<file path="src/rtl/dmem_arbiter.sv">
// Shares the single-port data memory between the core load/store path (A)
// and a secondary requester (B). One access is in flight at a time; on a
// conflict the port that was not granted last wins.
module dmem_arbiter #(
  parameter int AW = 32,
  parameter int DW = 32
) (
  input  logic          clk,
  input  logic          reset,
  input  logic          req_a,
  input  logic          we_a,
  input  logic [AW-1:0] addr_a,
  input  logic [DW-1:0] wdata_a,
  output logic          ack_a,
  output logic [DW-1:0] rdata_a,
  output logic          stall_a,
  input  logic          req_b,
  input  logic          we_b,
  input  logic [AW-1:0] addr_b,
  input  logic [DW-1:0] wdata_b,
  output logic          ack_b,
  output logic [DW-1:0] rdata_b,
  output logic          mem_en,
  output logic          mem_we,
  output logic [AW-1:0] mem_addr,
  output logic [DW-1:0] mem_wdata,
  input  logic [DW-1:0] mem_rdata,
  output logic          busy
);

  // state | meaning
  // IDLE  | no access in flight, waiting for a request
  // ISSUE | memory strobe driven from the latched request
  // RESP  | registered read data returned, ack pulsed to owner
  typedef enum logic [1:0] {IDLE, ISSUE, RESP} state_t;

  state_t        state, state_nxt;
  logic          owner, owner_nxt;   // 0 = port A, 1 = port B
  logic          last, last_nxt;
  logic          lat_we, lat_we_nxt;
  logic [AW-1:0] lat_addr, lat_addr_nxt;
  logic [DW-1:0] lat_wdata, lat_wdata_nxt;
  logic          grant;
  logic          grant_port;

  // State and request latch registers
  always_ff @(posedge clk or negedge reset) begin
    if (!reset) begin
      state     <= IDLE;
      owner     <= 1'b0;
      last      <= 1'b1;
      lat_we    <= 1'b0;
      lat_addr  <= '0;
      lat_wdata <= '0;
    end else begin
      state     <= state_nxt;
      owner     <= owner_nxt;
      last      <= last_nxt;
      lat_we    <= lat_we_nxt;
      lat_addr  <= lat_addr_nxt;
      lat_wdata <= lat_wdata_nxt;
    end
  end

  // Next-state, grant selection and request latching
  always_comb begin
    state_nxt     = state;
    owner_nxt     = owner;
    last_nxt      = last;
    lat_we_nxt    = lat_we;
    lat_addr_nxt  = lat_addr;
    lat_wdata_nxt = lat_wdata;
    grant         = 1'b0;
    grant_port    = owner;
    case (state)
      IDLE: begin
        if (req_a || req_b) begin
          grant = 1'b1;
          if (req_a && req_b) grant_port = ~last;
          else                grant_port = req_b;
        end
      end
      ISSUE: state_nxt = RESP;
      RESP: begin
        // the owner's own req is ignored here; it drops after its ack
        if (owner ? req_a : req_b) begin
          grant      = 1'b1;
          grant_port = ~owner;
        end else begin
          state_nxt = IDLE;
        end
      end
      default: state_nxt = IDLE;
    endcase
    if (grant) begin
      state_nxt     = ISSUE;
      owner_nxt     = grant_port;
      last_nxt      = grant_port;
      lat_we_nxt    = grant_port ? we_b    : we_a;
      lat_addr_nxt  = grant_port ? addr_b  : addr_a;
      lat_wdata_nxt = grant_port ? wdata_b : wdata_a;
    end
  end

  assign mem_en    = (state == ISSUE);
  assign mem_we    = mem_en & lat_we;
  assign mem_addr  = mem_en ? lat_addr  : '0;
  assign mem_wdata = mem_en ? lat_wdata : '0;

  assign ack_a   = (state == RESP) & ~owner;
  assign ack_b   = (state == RESP) &  owner;
  assign rdata_a = (ack_a & ~lat_we) ? mem_rdata : '0;
  assign rdata_b = (ack_b & ~lat_we) ? mem_rdata : '0;

  assign stall_a = reset & req_a & ~ack_a;
  assign busy    = (state != IDLE);

endmodule

</file>
<file path="config.mk">
export PLATFORM = sky130hd
export DESIGN_NAME = dmem_arbiter
export DESIGN_NICKNAME = d
export VERILOG_FILES = /design/src/rtl/dmem_arbiter.sv
export SDC_FILE = /design/constraint.sdc
export NUM_CORES = 1
export LEC_CHECK = 0
export BUFFER_PORTS_ARGS = -buffer_cell sky130_fd_sc_hd__buf_2
export CORE_AREA = 2 2 116 118
export CTS_CLUSTER_SIZE = 30
export DETAILED_ROUTE_END_ITERATION = 10
export DIE_AREA = 0 0 118 120
export MAX_ROUTING_LAYER = met4
export PLACE_DENSITY = 0.66
export REMOVE_ABC_BUFFERS = 1
export SLEW_MARGIN = 0
export SYNTH_ARGS = -nofsm -noshare
export SYNTH_HDL_FRONTEND = slang
export SYNTH_SLANG_ARGS = --single-unit
</file>
<file path="constraint.sdc">
create_clock -name clk -period 3.6 [get_ports clk]
set_input_delay 0.72 -clock clk [delete_from_list [all_inputs] [get_ports clk]]
set_output_delay 0.72 -clock clk [all_outputs]
set_load 0.01 [all_outputs]
</file>
== Word-level counts from Yosys, hierarchy flattened ==
Index checks and enable logic that the tools add are counted.

* Output and inout port bits: 134
* Memories kept: 0
* RAM bits: 0
* Bits in read-only memories: 0
* Register bits after elaboration: 69
* Logic and storage cells: 44
* Bits in latches: 0

* Add/sub/neg operators: 0
* Shifts and indexed selects: 0
* Multipliers: 0
* Bitwise gates (word level): 11
* Muxes and demuxes: 18
* Div/mod/pow operators: 0
* Reduce and logical (&&, ||, !) cells: 5
* Magnitude comparators: 0
* Equal/unequal tests: 4

{| class="wikitable"
|+ Operators by type and width
! cell !! count
|-
| 32-bit two-way mux || 6
|-
| 1-bit AND || 7
|-
| 1-bit two-way mux || 7
|-
| 2-bit one-hot mux with 3 select lines || 1
|-
| 2-bit two-way mux || 2
|-
| 1-bit inverter || 4
|-
| 1-bit one-hot mux with 2 select lines || 2
|-
| 3-bit inequality test (second input constant) || 1
|-
| 2-bit by 1-bit == test with 1-bit output (second input constant) || 1
|-
| 2-bit == test (second input constant) || 1
|-
| 2-bit logical NOT || 1
|-
| 2-bit inequality test (second input constant) || 1
|-
| 2-bit AND reduction || 1
|-
| 2-bit nonzero test || 1
|-
| 1-bit logical AND || 1
|-
| 1-bit logical OR || 1
|}

== Logic depth before layout (Yosys ltp) ==
* Depth in word-level cells: 5
* Depth in mapped cells: 6
* Mapped depth without buffers: 4

== Worst setup path after synthesis ==
OpenSTA, ideal clock, no wires.

* Path kind: flip-flop to output port
* Start point: reg state[0]
* End point: out rdata_a[10]
* Stages on the path, launching flop included: 5
* Slack: 1.390 ns
* Data arrival time: 1.490 ns
* Path buffers: 1
* Cells stage by stage: dfrtp_1 or3b_2 nor2_1 clkbuf_1 and2_1

* Cells in the longest elaborated chain, start to end: 4

{| class="wikitable"
|+ Ends and longest elaborated chain
! item !! line !! text
|-
| start, declared || 37 || <nowiki>state_t state, state_nxt;</nowiki>
|-
| start signal, assigned || 56 || <nowiki>state <= state_nxt;</nowiki>
|-
| 2-bit == test || 110 || <nowiki>assign ack_a = (state == RESP) & ~owner;</nowiki>
|-
| 1-bit AND || 110 ||
|-
| 1-bit AND || 112 || <nowiki>assign rdata_a = (ack_a & ~lat_we) ? mem_rdata : '0;</nowiki>
|-
| 32-bit two-way mux || 112 ||
|-
| end, declared || 15 || <nowiki>output logic [DW-1:0] rdata_a,</nowiki>
|}

Every way passes these cells.

== Worst setup path after layout ==
* Start point: reg state[0]
* End point: out mem_wdata[0]

* Cells in the longest elaborated chain, start to end: 2

{| class="wikitable"
|+ Ends and longest elaborated chain
! item !! line !! text
|-
| 2-bit by 1-bit == test with 1-bit output || 105 || <nowiki>assign mem_en = (state == ISSUE);</nowiki>
|-
| 32-bit two-way mux || 108 || <nowiki>assign mem_wdata = mem_en ? lat_wdata : '0;</nowiki>
|-
| end, declared || 26 || <nowiki>output logic [DW-1:0] mem_wdata,</nowiki>
|}

Every way passes these cells.

==> impl_metrics.py <==
metrics = {
    "synthesis": {
        "yosysWarnings": 0,
        "ys_ff_latch": 69,
        "syn-mean-instance-area_um2": 7.88,
        "synth_top_family_by_area": "simple AND/OR/NAND/NOR gates",
        "synth.distinct_cells": 22,
        "synthXorXnorAreaFrac_pct": 0,
        "synth_mux_area_share_pct": 0.267,
        "yosys.area_share.adder_pct": 0,
        "synth_area_um2": 4220,
        "netlist_instances": 535,
        "yosysSeqAreaShare_pct": 41.0,
        "synth_compound_area_share_pct": 18.2,
        "synth_simple_gate_area_share_pct": 34.7,
    },
    "route": {
        "drt-total-wl_um": 14800,
        "via_count": 4837,
        "first_pass_iters": 5,
        "vias_per_cell": 4.92,
        "drt-initial-drc-count": 211,
        "drc_errors": 0,
        "post_drt_wl_per_cell_um": 15.0,
        "ant_nets": 0,
    },
    "critical_path": {
        "arrival_ns": 2.01,
        "required_ns": 2.88,
        "critical_path.cell_chain": "nor2b_4, buf_4, and2_1, buf_2",
        "start_kind": "register",
        "timing.rr.start": "state[1]",
        "r2r_setup_slack_ns": 1.56,
        "end_kind": "primary output",
        "r2r_cells": 5,
        "r2r-end": "last",
        "critPathKind": "register to primary output",
        "cp_max_fo": 28,
        "slowest_delay_ns": 0.57,
        "worst_path_max_delay_cell": "nor2b_4",
    },
    "floorplan": {
        "io_pins": 300,
        "start_util_pct": 32.5,
        "core_um2": 13000,
        "die_w_um": 118,
        "placementRows": 42,
        "die_h_um": 120,
        "dieArea_um2": 14200,
    },
    "power_and_ir_drop": {
        "powerDensity_nw_per_um2": 783,
        "p_leak_nw": 3.19,
        "peakVddDrop_mv": 0.309,
        "finalPower_mw": 4.81,
    },
    "placement": {
        "placed_cell_area_um2": 5880,
        "gp_congestion": 0.864,
        "dp_hpwl_um": 10600,
        "numPortBuffers": 299,
        "dpl_worst_slack_ns": 1.15,
    },
    "grt": {
        "top_usage_layer": "met2",
        "antenna_found_initial": 1,
        "met3_usage_pct": 4.28,
        "grt_max_degree": 79,
        "grt_usage_pct": 20.7,
        "met1_usage_pct": 24.6,
        "grtUsageMet2_pct": 35.2,
        "grt_pass1_vias": 4567,
        "grt_pass1_wl_um": 22800,
        "overflow": 0,
    },
    "final_layout": {
        "layout.cells.most_common": "buf_2",
        "multiInputGateArea_um2": 2280,
        "seqCellArea_um2": 1730,
        "syn2layout_area_growth_pct": 45.7,
        "postLayoutCoreUtil_pct": 47.3,
        "finalNetCount": 968,
        "final_cell_mix": "298 x buf_2, 129 x and2_1, 68 x nor2_1, 68 x dfrtp_1",
        "fin_area_um2": 6140,
        "drive_above_1_share_pct": 41.4,
        "fill_cells": 1386,
    },
    "sta": {
        "setup_ws_ns": 0.872,
        "finalMaxSlewViolations": 0,
        "tightestPinTransition_ns": 0.635,
        "setup_tns_ns": 0,
        "rsz0062_at_grt": "false",
        "timing_hold_violations_final": 0,
        "slew_headroom_pct": 57.6,
        "fin_worst_skew_ns": 0.00865,
        "period_share_pct": 75.8,
        "max_freq_mhz": 367,
        "finalSetupViolCount": 0,
        "finalCriticalPeriod_ns": 2.73,
    },
    "clock_network": {
        "cts_tree": "yes",
        "clk_path_buf_depth": 2,
        "htreeDepth": 3,
        "insertion_delay_ns": 0.32,
        "root_buffer": "clkbuf_16",
        "cts_made_buffers": 9,
        "cts.hold.buffers_added": 0,
        "cts_setup_buffers": 0,
        "cts.sinks": 69,
        "clk_pin_slew_worst_paths_ns": 0.05,
        "cts_resized": 0,
    },
    "run_status": {
        "status": "complete, no violations",
    },
    "run": {
        "cap_violations": 0,
    },
    "hold_path": {
        "hold_class": "input port to async pin",
    },
}
-- power breakdown --
part,internal [mW],total [mW],switching [mW]
logic,1.08,2.61,1.53
clock network,0.479,0.783,0.304
registers,1.19,1.41,0.224
total,2.75,4.81,2.06
-- cell families after synthesis --
| logic type | Yosys count |
|---|---|
| mux | 1 |
| simple gates | 274 |
| buf+inv | 57 |
| flops | 69 |
| compound gates | 134 |
-- layout make-up --
type	instances	area share, %
clock inverters	2	0.163
flip-flops and latches	69	28.1
inverters	2	0.122
multi-input cells	409	37.2
clock buffers	13	4.07
well taps	176	3.59
diodes	1	0.0407
repair buffers	311	26.7
-- state kept, by name, indices dropped and copies added, names as in the netlist --
register,cells
lat_addr,32
owner,1
lat_wdata,32
last,1
lat_we,1
state,2
-- cell usage after synthesis --
cell	instances	area [um^2]
or3b_2	1	8.76
clkbuf_1	38	143
buf_6	2	22.5
nor2_1	69	259
and2_1	129	807
a21bo_2	1	10.0
nor2b_1	6	37.5
and3b_1	1	8.76
inv_1	2	7.51
mux2_2	1	11.3
o21ai_1	1	5.00
buf_1	4	15.0
nand3_1	65	325
dfrtp_1	68	1700
or2_2	2	12.5
a31oi_1	65	407
dfstp_2	1	26.3
and3_1	1	6.26
a221oi_2	1	15.0
o21a_1	1	7.51
buf_2	11	55.1
o21ai_0	65	325
-- metal layers --
metal | vias up | part of all wire [%] | routed length (um)
li1 | 2370 | - | -
met4 | 0 | 1.9 | 278
met1 | 2228 | 41 | 6020
met5 | - | 0 | 0
met2 | 221 | 50 | 7440
met3 | 18 | 6.9 | 1030
-- worst max path at each step --
stage / from / endpoint / depth (start not counted) / slack (ns)
2_1_floorplan: req_b / last / 3 / -2.07
6_report: state[0] / mem_wdata[0] / 4 / 0.87
3_5_place_dp: state[0] / mem_wdata[25] / 4 / 1.15
5_1_grt: state[0] / mem_wdata[25] / 4 / 0.63
3_3_place_gp: state[0] / mem_wdata[25] / 4 / 1.18
4_1_cts: state[0] / mem_wdata[25] / 4 / 0.80
-- critical path: cells and delay by family, from the launching register on --
family | cells | cell delay (ns)
buffers and inverters | 2 | 0.46
and+or+nand+nor | 2 | 0.74
DFF | 1 | 0.49
-- per-stage QoR --
stage | std cells | hold slack [ns]
final | 983 | 0.333
after global routing | 983 | 0.347
after CTS | 982 | 0.337
after detailed placement | 967 | 0.532
after global placement | 967 | 0.522
after floorplan | 480 | 0.424
Power figures use the tool's default switching activity.
